[src/rtl/pipe_rca_pkg.sv]
// Shared sizing defaults and configuration helpers for the pipelined RCA adder.
package pipe_rca_pkg;

  localparam int unsigned DEF_WIDTH = 16;
  localparam int unsigned DEF_CHUNK = 4;

  // Number of pipeline stages, one per CHUNK-bit slice.
  function automatic int unsigned calc_stages(input int unsigned width,
                                              input int unsigned chunk);
    return width / chunk;
  endfunction

  // Legal configuration: a nonzero chunk that tiles the word exactly.
  function automatic bit width_ok(input int unsigned width,
                                  input int unsigned chunk);
    return (chunk != 0) && (width >= chunk) && ((width % chunk) == 0);
  endfunction

endpackage

[src/rtl/pipe_rca_adder_if.sv]
// Operand/result handshake bundle for pipe_rca_adder.
interface pipe_rca_adder_if
  import pipe_rca_pkg::*;
#(
  parameter int unsigned WIDTH = DEF_WIDTH
);

  logic             in_valid;
  logic             in_ready;
  logic [WIDTH-1:0] a;
  logic [WIDTH-1:0] b;
  logic             cin;
  logic             sub;
  logic             out_valid;
  logic             out_ready;
  logic [WIDTH-1:0] sum;
  logic             cout;
  logic             ovf;

  // Producer/consumer side: drives operands and accepts results.
  modport master (
    output in_valid, a, b, cin, sub, out_ready,
    input  in_ready, out_valid, sum, cout, ovf
  );

  // Adder side.
  modport slave (
    input  in_valid, a, b, cin, sub, out_ready,
    output in_ready, out_valid, sum, cout, ovf
  );

endinterface

[src/rtl/pipe_rca_adder_rca_slice.sv]
// Combinational CHUNK-bit ripple-carry adder; also exposes the carry into its MSB.
module rca_slice #(
  parameter int unsigned CHUNK = 4
) (
  input  logic [CHUNK-1:0] a,
  input  logic [CHUNK-1:0] b,
  input  logic             cin,
  output logic [CHUNK-1:0] sum,
  output logic             cout,
  output logic             c_msb_in
);

  logic [CHUNK:0] c;

  // Bit-serial ripple through the slice.
  always_comb begin
    c    = '0;
    sum  = '0;
    c[0] = cin;
    for (int unsigned i = 0; i < CHUNK; i++) begin
      sum[i]   = a[i] ^ b[i] ^ c[i];
      c[i+1]   = (a[i] & b[i]) | (c[i] & (a[i] ^ b[i]));
    end
  end

  assign cout     = c[CHUNK];
  assign c_msb_in = c[CHUNK-1];

endmodule

[src/rtl/pipe_rca_adder.sv]
// Pipelined ripple-carry adder/subtractor: one CHUNK-bit slice resolved per stage,
// global-stall valid/ready pipeline, carry-out and signed overflow at the output.
module pipe_rca_adder
  import pipe_rca_pkg::*;
#(
  parameter int unsigned WIDTH = DEF_WIDTH,
  parameter int unsigned CHUNK = DEF_CHUNK
) (
  input  logic             clk,
  input  logic             rst_n,
  pipe_rca_adder_if.slave  bus
);

  localparam int unsigned STAGES = calc_stages(WIDTH, CHUNK);
  localparam int unsigned LAST   = STAGES - 1;
  localparam logic [WIDTH-1:0] SLICE_MASK = WIDTH'({CHUNK{1'b1}});

  // Reject configurations where the slices do not tile the word.
  if (!width_ok(WIDTH, CHUNK)) begin : g_bad_cfg
    $error("pipe_rca_adder: WIDTH must be a nonzero multiple of CHUNK");
  end

  // Stage registers: valid, operands (a and conditioned b), partial result, carry.
  logic [STAGES-1:0] v_q;
  logic [STAGES-1:0] c_q;
  logic [WIDTH-1:0]  a_q [STAGES];
  logic [WIDTH-1:0]  b_q [STAGES];
  logic [WIDTH-1:0]  r_q [STAGES];
  logic              ovf_q;

  // Per-stage inputs and slice results.
  logic [STAGES-1:0] v_in;
  logic [STAGES-1:0] c_in;
  logic [WIDTH-1:0]  a_in  [STAGES];
  logic [WIDTH-1:0]  b_in  [STAGES];
  logic [WIDTH-1:0]  r_in  [STAGES];
  logic [WIDTH-1:0]  r_nxt [STAGES];
  logic [CHUNK-1:0]  s_w   [STAGES];
  logic              co_w  [STAGES];
  logic              cm_w  [STAGES];

  logic advance_c;

  // Whole pipeline moves together unless a held result is blocking the output.
  assign advance_c = !v_q[LAST] || bus.out_ready;

  for (genvar k = 0; k < STAGES; k++) begin : g_stage
    if (k == 0) begin : g_head
      // Subtraction as a + ~b + ~borrow.
      assign v_in[k] = bus.in_valid;
      assign a_in[k] = bus.a;
      assign b_in[k] = bus.sub ? ~bus.b : bus.b;
      assign c_in[k] = bus.sub ? ~bus.cin : bus.cin;
      assign r_in[k] = '0;
    end else begin : g_body
      assign v_in[k] = v_q[k-1];
      assign a_in[k] = a_q[k-1];
      assign b_in[k] = b_q[k-1];
      assign c_in[k] = c_q[k-1];
      assign r_in[k] = r_q[k-1];
    end

    rca_slice #(
      .CHUNK (CHUNK)
    ) u_slice (
      .a        (a_in[k][k*CHUNK +: CHUNK]),
      .b        (b_in[k][k*CHUNK +: CHUNK]),
      .cin      (c_in[k]),
      .sum      (s_w[k]),
      .cout     (co_w[k]),
      .c_msb_in (cm_w[k])
    );

    // Merge this stage's slice into the partial result word.
    assign r_nxt[k] = (r_in[k] & ~(SLICE_MASK << (k * CHUNK)))
                    | (WIDTH'(s_w[k]) << (k * CHUNK));
  end

  // Pipeline registers; data only loads behind a valid op so outputs hold across bubbles.
  always_ff @(posedge clk or negedge rst_n) begin
    if (!rst_n) begin
      v_q   <= '0;
      c_q   <= '0;
      ovf_q <= 1'b0;
      for (int unsigned k = 0; k < STAGES; k++) begin
        a_q[k] <= '0;
        b_q[k] <= '0;
        r_q[k] <= '0;
      end
    end else if (advance_c) begin
      v_q <= v_in;
      for (int unsigned k = 0; k < STAGES; k++) begin
        if (v_in[k]) begin
          a_q[k] <= a_in[k];
          b_q[k] <= b_in[k];
          r_q[k] <= r_nxt[k];
          c_q[k] <= co_w[k];
        end
      end
      if (v_in[LAST]) begin
        ovf_q <= co_w[LAST] ^ cm_w[LAST];
      end
    end
  end

  assign bus.in_ready  = advance_c;
  assign bus.out_valid = v_q[LAST];
  assign bus.sum       = r_q[LAST];
  assign bus.cout      = c_q[LAST];
  assign bus.ovf       = ovf_q;

endmodule

[src/flat_wrapper.sv]
// flat-port wrapper written by rule: the top's interface ports become plain ports
module pipe_rca_adder_flat import pipe_rca_pkg::*;
#(
  parameter int unsigned WIDTH = DEF_WIDTH,
  parameter int unsigned CHUNK = DEF_CHUNK
)
  (clk, rst_n, bus_in_valid, bus_a, bus_b, bus_cin, bus_sub, bus_out_ready, bus_in_ready, bus_out_valid, bus_sum, bus_cout, bus_ovf);
  pipe_rca_adder_if #(.WIDTH(WIDTH)) bus_i ();
  input  logic clk;
  input  logic rst_n;
  input wire logic [$bits(bus_i.in_valid)-1:0] bus_in_valid;
  input wire logic [$bits(bus_i.a)-1:0] bus_a;
  input wire logic [$bits(bus_i.b)-1:0] bus_b;
  input wire logic [$bits(bus_i.cin)-1:0] bus_cin;
  input wire logic [$bits(bus_i.sub)-1:0] bus_sub;
  input wire logic [$bits(bus_i.out_ready)-1:0] bus_out_ready;
  output wire logic [$bits(bus_i.in_ready)-1:0] bus_in_ready;
  output wire logic [$bits(bus_i.out_valid)-1:0] bus_out_valid;
  output wire logic [$bits(bus_i.sum)-1:0] bus_sum;
  output wire logic [$bits(bus_i.cout)-1:0] bus_cout;
  output wire logic [$bits(bus_i.ovf)-1:0] bus_ovf;
  assign bus_i.in_valid = bus_in_valid;
  assign bus_i.a = bus_a;
  assign bus_i.b = bus_b;
  assign bus_i.cin = bus_cin;
  assign bus_i.sub = bus_sub;
  assign bus_i.out_ready = bus_out_ready;
  assign bus_in_ready = bus_i.in_ready;
  assign bus_out_valid = bus_i.out_valid;
  assign bus_sum = bus_i.sum;
  assign bus_cout = bus_i.cout;
  assign bus_ovf = bus_i.ovf;
  pipe_rca_adder #(.WIDTH(WIDTH), .CHUNK(CHUNK)) u_core (.clk(clk), .rst_n(rst_n), .bus(bus_i));
endmodule
[config.mk]
export PLATFORM = sky130hd
export DESIGN_NAME = pipe_rca_adder_flat
export DESIGN_NICKNAME = d
export VERILOG_FILES = /design/src/rtl/pipe_rca_pkg.sv /design/src/rtl/pipe_rca_adder_if.sv /design/src/rtl/pipe_rca_adder_rca_slice.sv /design/src/rtl/pipe_rca_adder.sv /design/src/flat_wrapper.sv
export SDC_FILE = /design/constraint.sdc
export NUM_CORES = 1
export LEC_CHECK = 0
export BUFFER_PORTS_ARGS = -buffer_cell sky130_fd_sc_hd__buf_2
export CAP_MARGIN = 20
export CORE_ASPECT_RATIO = 1.2
export CORE_UTILIZATION = 30
export CTS_CLUSTER_DIAMETER = 200
export DETAILED_ROUTE_END_ITERATION = 16
export PLACE_DENSITY = 0.49
export SYNTH_ARGS = -nofsm -noshare
export SYNTH_HDL_FRONTEND = slang
export SYNTH_SLANG_ARGS = --single-unit
[constraint.sdc]
create_clock -name clk -period 2.4 [get_ports clk]
set_clock_uncertainty 0.1 [all_clocks]
set_input_delay 0.36 -clock clk [delete_from_list [all_inputs] [get_ports clk]]
set_output_delay 0.36 -clock clk [all_outputs]
set_load 0.01 [all_outputs]
== After elaboration in Yosys (flattened, before gate mapping) ==
Index checks and enable logic that the tools add are counted.
Widths: inputs -> output; s select.
Storage, ports and cells
  memories kept: 0
  register bits after elaboration: 145
  memory bits (writable): 0
  bits in latches: 0
  output and inout port bits: 20
  memory bits (read-only): 0
  logic and storage cells: 110
  input bits: 38
Operators by class
  add/subtract/negate cells: 0
  shifts and indexed selects: 0
  mux-type cells: 2
  order comparisons: 0
  equal/unequal tests: 0
  reductions and logical operators: 6
  divide/modulo/power cells: 0
  $mul: 0
  bitwise operators: 86
Operators with widths (number)
  $xor 1x1->1: 33
  $and 1x1->1: 32
  $mux 16: 1
  $not 16->16: 1
  $or 1x1->1: 16
  $or 12x16->16: 1
  $or 8x12->12: 1
  $or 4x8->8: 1
  $reduce_and 2->1: 4
  $logic_not 1->1: 1
  $logic_or 1x1->1: 1
  $mux 1: 1
  $not 1->1: 1

== Logic depth before layout (Yosys ltp) ==
Gate-level depths: netlist of run 1.
  depth after elaboration: 11
  mapped depth: 11
  depth with buffers taken out: 9

== Hierarchy ==
A second synthesis of run 1 with hierarchy kept.
Second synthesis, totals
  cells, all modules: 292
  area total of the unflattened synthesis: 4420.5 um^2
By module, submodules not included
  pipe_rca_adder: seq. area each 2427.3 um^2, cells an instance 244, area an instance 3980.1 um^2, instances 1
  rca_slice: seq. area each 0.0 um^2, cells an instance 12, area an instance 110.1 um^2, instances 4

== Least setup slack after synthesis of run 1 ==
Ideal clock, no wire load.
  kind: input-to-reg
  from: input port bus_sub
  to: register u_core.r_q, in the netlist u_core.r_in[35]
  slack: -0.475 ns
  path buffers: 2
  setup time: 0.125 ns
  required time: 2.175 ns
  arrival: 2.650 ns
  stages: 11
  cell sequence: buf_2 > buf_2 > xnor2_1 > fa_1 > inv_1 > fa_1 > inv_1 > fa_1 > inv_1 > fa_1 > mux2_4
On the way
  longest elaborated chain between the ends: 9
  elaborated cells between the ends (all ways): 16
  classes of those cells: 2 x mux; 14 x bitwise
Ends and longest elaborated chain
  start, declared: RTL line flat_wrapper.sv:15  | input wire logic [$bits(bus_i.sub)-1:0] bus_sub;
  $mux 16: RTL line pipe_rca_adder.sv:52  | assign b_in[k] = bus.sub ? ~bus.b : bus.b;
  $xor 1x1->1: RTL line pipe_rca_adder_rca_slice.sv:22  | c[i+1] = (a[i] & b[i]) | (c[i] & (a[i] ^ b[i]));
  $and 1x1->1: RTL line pipe_rca_adder_rca_slice.sv:22
  $or 1x1->1: RTL line pipe_rca_adder_rca_slice.sv:22
  $and 1x1->1: RTL line pipe_rca_adder_rca_slice.sv:22
  $or 1x1->1: RTL line pipe_rca_adder_rca_slice.sv:22
  $and 1x1->1: RTL line pipe_rca_adder_rca_slice.sv:22
  $or 1x1->1: RTL line pipe_rca_adder_rca_slice.sv:22
  $xor 1x1->1 *: RTL line pipe_rca_adder_rca_slice.sv:21  | sum[i] = a[i] ^ b[i] ^ c[i];
  named net u_core.g_stage[0].u_slice.sum[3]: RTL line pipe_rca_adder_rca_slice.sv:8  | output logic [CHUNK-1:0] sum,
  end signal, assigned by index: RTL line pipe_rca_adder.sv:96  | r_q[k] <= r_nxt[k];
  end, declared: RTL line pipe_rca_adder.sv:28  | logic [WIDTH-1:0] r_q [STAGES];
Mark *: on every way through the listed nets, which the timed path passes. The rest lies on a longest branch.
A chain may end at the register's enable or synchronous reset.

== Worst setup path after layout of run 1 ==
  from: register u_core.c_q[2]
  to: register u_core.ovf_q (netlist: u_core.bus.ovf)
On the way
  longest elaborated chain between the ends: 9
Ends and longest elaborated chain
  start, declared: RTL line pipe_rca_adder.sv:25  | logic [STAGES-1:0] c_q;
  start signal, assigned by index: RTL line pipe_rca_adder.sv:97  | c_q[k] <= co_w[k];
  $and 1x1->1 *: RTL line pipe_rca_adder_rca_slice.sv:22
  $or 1x1->1 *: RTL line pipe_rca_adder_rca_slice.sv:22
  $and 1x1->1 *: RTL line pipe_rca_adder_rca_slice.sv:22
  $or 1x1->1 *: RTL line pipe_rca_adder_rca_slice.sv:22
  $and 1x1->1 *: RTL line pipe_rca_adder_rca_slice.sv:22
  $or 1x1->1 *: RTL line pipe_rca_adder_rca_slice.sv:22
  $and 1x1->1: RTL line pipe_rca_adder_rca_slice.sv:22
  $or 1x1->1: RTL line pipe_rca_adder_rca_slice.sv:22
  $xor 1x1->1 *: RTL line pipe_rca_adder.sv:101  | ovf_q <= co_w[LAST] ^ cm_w[LAST];
  end signal, assigned: RTL line pipe_rca_adder.sv:101
  end, declared: RTL line pipe_rca_adder.sv:29  | logic ovf_q;
Every way passes the cells marked *; elsewhere a longest branch is shown, timed or not.

==> metrics.cfg, run 1 <==
[flow_run]
maxCapViolCount = 0

[clock_tree]
cts_inserted_buffers = 9
cts_tree = built
root_buffer = sky130_fd_sc_hd__clkbuf_16
h-tree-depth = 3
cts_setup_buffers = 0
clk_path_buf_depth = 2
worst_skew_pair.late_latency_ns = 0.34
cts.clk_slew.worst_paths_ns = 0.07
cts_num_sinks = 97

[power_and_ir_drop]
net-switching-power_w = 0.00204
power_density_nw_per_um2 = 1290
power_switching_share_pct = 30.9
combPwrFrac_pct = 35.4
leakage_nw = 2.36
cell_internal_power_dissipation_w = 0.00457
p_total_w = 0.00660
sequential_share_of_power_pct = 42.5
max_rail_drop_vdd_mv = 0.373
clock_power_share_pct = 22.1

[hold_path]
min_delay_path_depth = 2
hp-class = in2reg
whs_endpoint = u_core.a_in[40]
min-delay-start = bus_a[8]

[final_layout]
area.growth.synth_to_final_pct = 20.3
final_core_util_pct = 37.0
layout.nets = 420
finish.cell_count_without_fillers = 542
final_common_cell = sky130_fd_sc_hd__dfrtp_1
antennaDiodeCount = 0
drive_above_1_share_pct = 46.4
highest_count_cells_in_the_layout_ignoring_fill_and_taps = 97 x sky130_fd_sc_hd__dfrtp_1, 63 x sky130_fd_sc_hd__mux2_2, 56 x sky130_fd_sc_hd__buf_2

[timing]
final_count_of_hold_timing_violations = 0
setup_slack_ns = 0.107
fin_setup_tns_ns = 0
post-route-min-period_ns = 2.29
final_min_period_over_clock_period_pct = 95.6
tightestPinTransition_ns = 0.480
worst_slew_margin_rel_pct = 67.9
finalSetupViolations = 0
achievable-frequency_mhz = 436
setup_repair_after_global_routing_missed_its_margin = no
finalMaxSlewViolations = 0

[synthesis]
postSynthNetCount = 356
share_of_the_synthesized_area_in_compound_gates_ao_oa_aoi_oai_pct = 3.18
synth.area.top_cells = sky130_fd_sc_hd__dfrtp_1 57%, sky130_fd_sc_hd__mux2_2 17%, sky130_fd_sc_hd__fa_1 7.5%
dominant_combinational_cell_family_by_area_after_synthesis = multiplexers
number_of_library_cell_types_mapped_by_synthesis = 19
avgSynthCellArea_sq_um = 14.1
yosys.area_share.xor_xnor_pct = 3.71
yosys-mux-area-fraction_pct = 21.1
synth.largest_area_cell = sky130_fd_sc_hd__dfrtp_1
synth-adder-area-share_pct = 7.54
post_synth_inst_count = 302
synth_seq_cells = 97
synth_simple_gate_area_share_pct = 1.56
syn_area_sq_um = 4250
area_share_of_the_largest_cell_type_after_synthesis_pct = 57.1
sequential_share_of_the_synthesized_area_pct = 57.1
ys.warnings.count = 0

[setup_path]
critical_path.reg2reg.endpoint = u_core.bus.ovf
worst-path-stages = 9
timing.rr.start = u_core.c_q[2]
r2r_slack_ns = 0.11
critical_path.max_stage_delay_ns = 0.40
path_class = reg2reg
worst_path_max_delay_cell = sky130_fd_sc_hd__dfrtp_1
worst-path-buf-inv = 3
path_common_cell = sky130_fd_sc_hd__fa_2
setup.worst_path.end_class = register
timing.critical_path.cells = fa_2 -> inv_1 -> fa_2 -> inv_2 -> fa_2 -> inv_2 -> fa_2 -> xnor2_1 -> mux2_2
critPathArrivalTime_ns = 2.42
critical_path.startpoint_type = register
path_delay_family = adder cells
critPathMaxFanout = 2
worst_ep_required_time_ns = 2.53
rr_worst_depth = 9

[global_routing]
grt_start_max_net_pins = 44
grtUsageTotal_pct = 11.5
grt.overflow.total = 0
antenna_violations_before_repair = 0
first_pass_grt_wire_length_mm = 13.1
vias_in_the_first_global_route = 2592

[drt]
routed_wl_mm = 7.59
wl_per_instance_um = 14.0
drt_first_pass_iters = 4
post_drt_via_cell_ratio = 4.33
ant_nets = 0
vias = 2345
drt-initial-drc-count = 57
drc_errors = 0

[outcome]
status = finished clean

[place]
numPlacedInstances = 525
dp.final_hpwl_mm = 5.46
finalWeightedCongestion = 0.676
worst_slack_at_placement_ns = -0.275
port_buffers = 57

[floorplanning]
row_count = 47
die_ht_um = 132
ios = 58
floorplan.die_area_sq_um = 14600
initial_core_utilization_pct = 30.7
dieWidth_um = 111
core-area_sq_um = 13800

## power groups by stage
stage	registers [W]	clock network, W	logic, W
final	0.00281	0.00146	0.00234
after global routing	0.00291	0.00157	0.00267
after CTS	0.00283	0.00151	0.00240
after detailed placement	0.00286	0	0.00236
after global placement	0.00284	0	0.00230
after floorplan	0.00280	0	0.00167
## flip-flops by register name, indices dropped and copies added (netlist names)
| name | flops |
|---|---|
| u_core.a_in | 24 |
| u_core.b_in | 24 |
| u_core.r_in | 24 |
| u_core.bus.sum | 16 |
| u_core.c_q | 4 |
| u_core.v_q | 4 |
| u_core.bus.ovf | 1 |
## per-layer routing
metal  part of all wire [%]  wire [um]  GRT usage, %
met5                      0          0             0
met4                    2.4        180          6.00
met3                    3.2        244          2.25
met2                     47       3580          17.6
met1                     47       3590          15.4
## worst max-delay path by stage
stage                             start                  to  slack, ns
after CTS                 u_core.c_q[2]      u_core.bus.ovf       0.02
final                     u_core.c_q[2]      u_core.bus.ovf       0.11
after floorplan                 bus_sub     u_core.r_in[35]      -0.23
after global routing      u_core.c_q[2]  u_core.bus.sum[15]       0.01
after global placement          bus_sub     u_core.r_in[35]      -0.16
after detailed placement        bus_sub     u_core.r_in[35]      -0.27
## stage by stage
| step | hold slack [ns] | instance area [sq um] |
|---|---|---|
| 2_1_floorplan | -0.0356 | 4300 |
| 3_3_place_gp | 0.243 | 4770 |
| 3_5_place_dp | 0.245 | 4770 |
| 4_1_cts | 0.131 | 5100 |
| 5_1_grt | 0.141 | 5110 |
| 6_report | 0.148 | 5110 |
## synth_stat cells
| master | instances |
|---|---|
| sky130_fd_sc_hd__a21oi_1 | 20 |
| sky130_fd_sc_hd__and2_4 | 1 |
| sky130_fd_sc_hd__buf_2 | 6 |
| sky130_fd_sc_hd__buf_4 | 2 |
| sky130_fd_sc_hd__buf_6 | 4 |
| sky130_fd_sc_hd__clkbuf_1 | 2 |
| sky130_fd_sc_hd__dfrtp_1 | 97 |
| sky130_fd_sc_hd__fa_1 | 16 |
| sky130_fd_sc_hd__inv_1 | 40 |
| sky130_fd_sc_hd__mux2_2 | 63 |
| sky130_fd_sc_hd__mux2_4 | 5 |
| sky130_fd_sc_hd__mux2i_1 | 11 |
| sky130_fd_sc_hd__nand2_1 | 3 |
| sky130_fd_sc_hd__nand2_2 | 2 |
| sky130_fd_sc_hd__nand2b_4 | 1 |
| sky130_fd_sc_hd__nand3_1 | 4 |
| sky130_fd_sc_hd__o21ai_0 | 7 |
| sky130_fd_sc_hd__xnor2_1 | 14 |
| sky130_fd_sc_hd__xor2_1 | 4 |
## final cells by class
class	instances	area, sq um
clock buffer	12	256
sequential	97	2430
timing repair buffer	67	390
clock inverter	4	51.3
fill	1348	8710
multi-input combinational	151	1620
inverter	40	150
tap	171	214
## cells by family after synthesis
logic type / Yosys count
DFF: 97
xor gates and xnor gates: 18
AOI/OAI and AO/OA: 27
adders and majority gates: 16
muxes: 79
and+or+nand+nor: 11
buffers and inverters: 54
## repair_timing
action,in CTS,in global routing
endpoints found under the hold margin,31,0
endpoints found under the setup margin,2,4
resized for setup,5,8
pin swaps,0,2
hold buffers,1,0
(Power assumes the default switching activity.)
==> run 2, diff against run 1 <==
--- a/config.mk
+++ b/config.mk
@@ -11,6 +11,7 @@
 export CORE_UTILIZATION = 30
 export CTS_CLUSTER_DIAMETER = 200
 export DETAILED_ROUTE_END_ITERATION = 16
+export MAX_ROUTING_LAYER = met4
 export PLACE_DENSITY = 0.49
 export SYNTH_ARGS = -nofsm -noshare
 export SYNTH_HDL_FRONTEND = slang
==> run 2 against run 1 <==
  * Worst hold slack worse by 0.0018 ns
  * Die area did not move
  * Design area did not move
  * Non-clock buffer count is the same
  * Total power about the same
==> metrics.cfg, run 2 (synthesized netlist as in run 1, its figures left out) <==
[power_and_ir_drop]
max_rail_drop_vdd_mv = 0.373  ; about the same
p_total_w = 0.00660  ; about the same
power_density_nw_per_um2 = 1290  ; about the same
leakage_nw = 2.36  ; unchanged

[final_layout]
final_common_cell = sky130_fd_sc_hd__dfrtp_1  ; unchanged
antennaDiodeCount = 0  ; unchanged
area.growth.synth_to_final_pct = 20.3  ; unchanged
fillers = 1348  ; unchanged
layout.nets = 420  ; unchanged
highest_count_cells_in_the_layout_ignoring_fill_and_taps = 97 x sky130_fd_sc_hd__dfrtp_1, 63 x sky130_fd_sc_hd__mux2_2, 56 x sky130_fd_sc_hd__buf_2  ; unchanged
final_core_util_pct = 37.0  ; unchanged
layout.cell_area.non_filler_sq_um = 5110  ; unchanged
drive_above_1_share_pct = 46.4  ; unchanged

[global_routing]
met2_routing_resource_usage_after_global_routing_pct = 17.8  ; was 17.6%
global_route.usage.met3_pct = 2.67  ; was 2.25%
grt_start_max_net_pins = 44  ; unchanged
grt_met1_usage_pct = 15.2  ; was 15.4%
grtUsageTotal_pct = 11.8  ; was 11.5%
first_pass_grt_wire_length_mm = 13.1  ; about the same
vias_in_the_first_global_route = 2606  ; was 2592
grt.overflow.total = 0  ; unchanged
top_usage_layer = met2  ; unchanged
antenna_violations_before_repair = 0  ; unchanged

[drt]
routed_wl_mm = 7.61  ; was 7.59 mm
vias = 2344  ; was 2345
ant_nets = 0  ; unchanged
wl_per_instance_um = 14.0  ; about the same
drt-initial-drc-count = 63  ; was 57
post_drt_via_cell_ratio = 4.32  ; was 4.33
drt_first_pass_iters = 3  ; was 4
drc_errors = 0  ; unchanged

[setup_path]
path_class = reg2reg  ; unchanged
worst_ep_required_time_ns = 2.53  ; about the same
critPathMaxFanout = 2  ; unchanged
critical_path.startpoint_type = register  ; unchanged
setup.worst_path.end_class = register  ; unchanged
critPathArrivalTime_ns = 2.42  ; about the same
rr_worst_depth = 9  ; unchanged

[place]
finalWeightedCongestion = 0.683  ; was 0.676
post_dp_cell_area_sq_um = 4770  ; unchanged
dp.final_hpwl_mm = 5.46  ; unchanged
worst_slack_at_placement_ns = -0.275  ; unchanged
port_buffers = 57  ; unchanged

[clock_tree]
cts_num_sinks = 97  ; unchanged
cts_tree = built  ; unchanged
h-tree-depth = 3  ; unchanged
clk_path_buf_depth = 2  ; unchanged
root_buffer = sky130_fd_sc_hd__clkbuf_16  ; unchanged
cts_setup_buffers = 0  ; unchanged
cts_inserted_buffers = 9  ; unchanged
cts.clk_slew.worst_paths_ns = 0.07  ; about the same
worst_skew_pair.late_latency_ns = 0.34  ; about the same

[hold_path]
min_delay_path_depth = 2  ; unchanged
hp-class = in2reg  ; unchanged

[flow_run]
maxCapViolCount = 0  ; unchanged

[timing]
finalSetupViolations = 0  ; unchanged
finalMaxSlewViolations = 0  ; unchanged
tightestPinTransition_ns = 0.481  ; was 0.480 ns
achievable-frequency_mhz = 436  ; about the same
setup_slack_ns = 0.106  ; was 0.107 ns
final_count_of_hold_timing_violations = 0  ; unchanged
post-route-min-period_ns = 2.29  ; about the same
worst_slew_margin_rel_pct = 67.8  ; was 67.9%
final_min_period_over_clock_period_pct = 95.6  ; about the same
setup_repair_after_global_routing_missed_its_margin = no  ; unchanged
fin_setup_tns_ns = 0  ; unchanged

[outcome]
status = finished clean  ; unchanged

[floorplanning]
floorplan.die_area_sq_um = 14600  ; unchanged
core-area_sq_um = 13800  ; unchanged
row_count = 47  ; unchanged
die_ht_um = 132  ; unchanged
initial_core_utilization_pct = 30.7  ; unchanged
ios = 58  ; unchanged
dieWidth_um = 111  ; unchanged

-- run 2: what timing repair did --
| item | 4_1_cts | 5_1_grt |
|---|---|---|
| endpoints found under the hold margin | 31 | 0 |
| endpoints found under the setup margin | 2 | 4 |
| hold buffers | 1 | 0 |
| gates resized for setup | 5 | 8 |
| pin swaps | 0 | 2 |
-- run 2: power breakdown --
| part | internal [W] | leakage [nW] | switching [W] |
|---|---|---|---|
| sequential | 0.00240 | 1.12 | 0.000407 |
| clock | 0.000865 | 0.149 | 0.000591 |
| combinational | 0.00130 | 1.09 | 0.00104 |
-- run 2: final timing paths --
kind / start / slack (ns) / endpoint
max in group asynchronous: rst_n / 1.12 / u_core.a_in[29]
worst max-delay path: u_core.c_q[2] / 0.11 / u_core.bus.ovf
worst min-delay path: bus_a[8] / 0.15 / u_core.a_in[40]
worst min register to register: u_core.v_q[2] / 0.39 / u_core.v_q[3]
min in group asynchronous: rst_n / 0.41 / u_core.c_q[0]
worst max register to register: u_core.c_q[2] / 0.11 / u_core.bus.ovf
-- run 2: area by class of cell --
cell class              count  area [sq um]  share of cell area [%]
well taps                 171           214                    4.19
repair buffers             67           390                    7.64
flip-flops and latches     97          2430                    47.5
inverters                  40           150                    2.94
multi-input cells         151          1620                    31.7
clock inverters             4          51.3                    1.00
clock buffers              12           256                    5.02
-- run 2: worst max-delay path: stages, from the launching register on --
cell	delay, ns
sky130_fd_sc_hd__dfrtp_1	0.40
sky130_fd_sc_hd__fa_2	0.38
sky130_fd_sc_hd__inv_1	0.09
sky130_fd_sc_hd__fa_2	0.21
sky130_fd_sc_hd__inv_2	0.04
sky130_fd_sc_hd__fa_2	0.38
sky130_fd_sc_hd__inv_2	0.06
sky130_fd_sc_hd__fa_2	0.20
sky130_fd_sc_hd__xnor2_1	0.07
sky130_fd_sc_hd__mux2_2	0.25
-- run 2: through the flow --
step                hold WS (ns)  cells
CTS                        0.131    542
global route               0.139    542
detailed placement         0.245    525
global placement           0.243    525
floorplan                -0.0356    302
finish                     0.147    542
-- run 2: per-layer routing --
metal,share of wire [%],up-vias
li1,-,1110
met1,47,1183
met2,47,40
met3,3.3,11
met4,2.0,0
met5,0,-
==> run 3, diff against run 2 <==
==> constraint.sdc (replaced) <==
create_clock -name clk -period 2.4 [get_ports clk]
set_clock_uncertainty 0.1 [all_clocks]
set_input_delay 0.36 -clock clk [delete_from_list [all_inputs] [get_ports clk]]
set_output_delay 0.36 -clock clk [all_outputs]
set_load 0.05 [all_outputs]
==> run 3 against run 2 <==
  * Worst setup slack worse by 0.046 ns
  * Via count fell by 0.38%
  * Largest cell class unchanged
  * Register-to-register slack lost 0.05 ns
  * Highest routed layer unchanged
  * Sequential power barely moved
  * Core utilization grew 0.24 points
  * Design area grew 0.66%
  * Critical path type unchanged
  * Die area unchanged
==> metrics.cfg, run 3 (synthesized netlist as in run 1, its figures left out) <==
[outcome]
status = finished clean  ; unchanged

[timing]
final_count_of_hold_timing_violations = 0  ; unchanged
finalMaxSlewViolations = 0  ; unchanged
tightestPinTransition_ns = 0.486  ; was 0.481 ns
achievable-frequency_mhz = 427  ; was 436 MHz
post-route-min-period_ns = 2.34  ; was 2.29 ns
fin_setup_tns_ns = 0  ; unchanged
final_min_period_over_clock_period_pct = 97.5  ; was 95.6%
finalSetupViolations = 0  ; unchanged
worst_slew_margin_rel_pct = 67.5  ; was 67.8%
setup_repair_after_global_routing_missed_its_margin = yes  ; was no

[final_layout]
seq_area_sq_um = 2430  ; unchanged
area.growth.synth_to_final_pct = 21.1  ; was 20.3%
multi_input_comb_area_sq_um = 1610  ; was 1620 sq um
final_common_cell = sky130_fd_sc_hd__dfrtp_1  ; unchanged
layout.nets = 421  ; was 420
antennaDiodeCount = 0  ; unchanged
highest_count_cells_in_the_layout_ignoring_fill_and_taps = 97 x sky130_fd_sc_hd__dfrtp_1, 63 x sky130_fd_sc_hd__mux2_2, 56 x sky130_fd_sc_hd__buf_2  ; unchanged
drive_above_1_share_pct = 44.9  ; was 46.4%
fillers = 1321  ; was 1348
final_core_util_pct = 37.2  ; was 37.0%

[setup_path]
worst_path_max_delay_cell = sky130_fd_sc_hd__fa_1  ; was sky130_fd_sc_hd__dfrtp_1
worst_ep_required_time_ns = 2.52  ; was 2.53 ns
timing.critical_path.cells = fa_1 -> inv_1 -> fa_1 -> inv_1 -> fa_2 -> inv_2 -> fa_2 -> xnor2_1 -> mux2_2  ; was fa_2 -> inv_1 -> fa_2 -> inv_2 -> fa_2 -> inv_2 -> fa_2 -> xnor2_1 -> mux2_2
critical_path.startpoint_type = register  ; unchanged
setup.worst_path.end_class = register  ; unchanged
path_class = reg2reg  ; unchanged
critPathArrivalTime_ns = 2.46  ; was 2.42 ns
critPathMaxFanout = 2  ; unchanged
critical_path.max_stage_delay_ns = 0.41  ; was 0.40 ns

[floorplanning]
row_count = 47  ; unchanged
initial_core_utilization_pct = 30.7  ; unchanged
dieWidth_um = 111  ; unchanged
die_ht_um = 132  ; unchanged
ios = 58  ; unchanged
core-area_sq_um = 13800  ; unchanged
floorplan.die_area_sq_um = 14600  ; unchanged

[clock_tree]
cts.clk_slew.worst_paths_ns = 0.07  ; about the same
cts_tree = built  ; unchanged
clk_path_buf_depth = 2  ; unchanged
root_buffer = sky130_fd_sc_hd__clkbuf_16  ; unchanged
cts_num_sinks = 97  ; unchanged
cts_inserted_buffers = 9  ; unchanged
worst_skew_pair.late_latency_ns = 0.34  ; about the same
h-tree-depth = 3  ; unchanged

[drt]
drc_errors = 0  ; unchanged
routed_wl_mm = 7.53  ; was 7.61 mm
wl_per_instance_um = 13.9  ; was 14.0 um
drt_first_pass_iters = 4  ; was 3
vias = 2335  ; was 2344
drt-initial-drc-count = 41  ; was 63
post_drt_via_cell_ratio = 4.30  ; was 4.32
ant_nets = 0  ; unchanged

[power_and_ir_drop]
power_density_nw_per_um2 = 1420  ; was 1290 nW/um^2
leakage_nw = 2.40  ; was 2.36 nW
max_rail_drop_vdd_mv = 0.844  ; was 0.373 mV

[place]
finalWeightedCongestion = 0.698  ; was 0.683
dp.final_hpwl_mm = 5.35  ; was 5.46 mm
port_buffers = 57  ; unchanged

[flow_run]
maxCapViolCount = 0  ; unchanged

[global_routing]
grt.overflow.total = 0  ; unchanged
vias_in_the_first_global_route = 2550  ; was 2606
grtUsageTotal_pct = 11.7  ; was 11.8%
antenna_violations_before_repair = 0  ; unchanged
first_pass_grt_wire_length_mm = 13.0  ; was 13.1 mm
grt_start_max_net_pins = 44  ; unchanged

[hold_path]
hp-class = in2reg  ; unchanged

-- run 3: cell types whose count changed in the layout (fill, tap and decap cells not counted), sizes merged --
cell	before	now
clkinvlp	1	0
bufinv	1	3
clkinv	2	3
buf	66	67
clkbuf	12	10
-- run 3: report_power, final --
part | internal, W | total (W) | leakage (nW) | switching (W)
clock | 0.00104 | 0.00163 | 0.172 | 0.000594
sequential | 0.00240 | 0.00281 | 1.12 | 0.000405
combinational | 0.00130 | 0.00286 | 1.10 | 0.00155
-- run 3: metrics by stage --
stage	setup WS [ns]	hold WS (ns)	instances	total power [W]	instance area (sq um)
final	0.0597	0.144	543	0.00730	5140
after global routing	-0.0606	0.139	543	0.00783	5140
after CTS	0.0118	0.134	542	0.00741	5130
after detailed placement	-0.205	0.247	525	0.00573	4770
after global placement	-0.156	0.241	525	0.00567	4770
after floorplan	-0.235	-0.0356	302	0.00499	4300
-- run 3: final timing paths --
kind / slack [ns] / cells after the start / start / endpoint
max: 0.06 / 9 / u_core.c_q[2] / u_core.bus.ovf
min: 0.14 / 2 / bus_a[8] / u_core.a_in[40]
max reg2reg: 0.06 / 9 / u_core.c_q[2] / u_core.bus.ovf
min reg2reg: 0.39 / 2 / u_core.v_q[2] / u_core.v_q[3]
max in group asynchronous: 1.11 / 3 / rst_n / u_core.b_in[13]
min in group asynchronous: 0.43 / 2 / rst_n / u_core.c_q[0]
-- run 3: critical path, delay by kind of cell, from the launching register on --
family,cells,cell delay (ns)
flops,1,0.38
mux,1,0.25
fa+ha+maj,4,1.19
xor+xnor,1,0.13
buf+inv,3,0.18
-- run 3: layout make-up --
cell class	instances	area share, %
Sequential cell	97	47.2
Clock inverter	6	2.04
Multi-Input combinational cell	151	31.3
Inverter	40	2.92
Timing Repair Buffer	68	7.74
Clock buffer	10	4.65
Tap cell	171	4.16
-- run 3: per-layer routing --
layer / vias up / share of wire [%] / global-route usage (%)
met2: 49 / 47 / 17.1
met1: 1158 / 47 / 15.3
met4: 0 / 1.3 / 4.67
met3: 5 / 3.8 / 3.22
met5: - / 0 / -
li1: 1123 / - / -
-- run 3: repair_timing --
item / 4_1_cts / 5_1_grt
setup buffers: 0 / 1
gates resized for setup: 3 / 3
cloned: 0 / 0
hold buffers: 1 / 0
setup endpoints to repair: 1 / 4
hold endpoints to repair: 31 / 0
pin swaps: 0 / 1
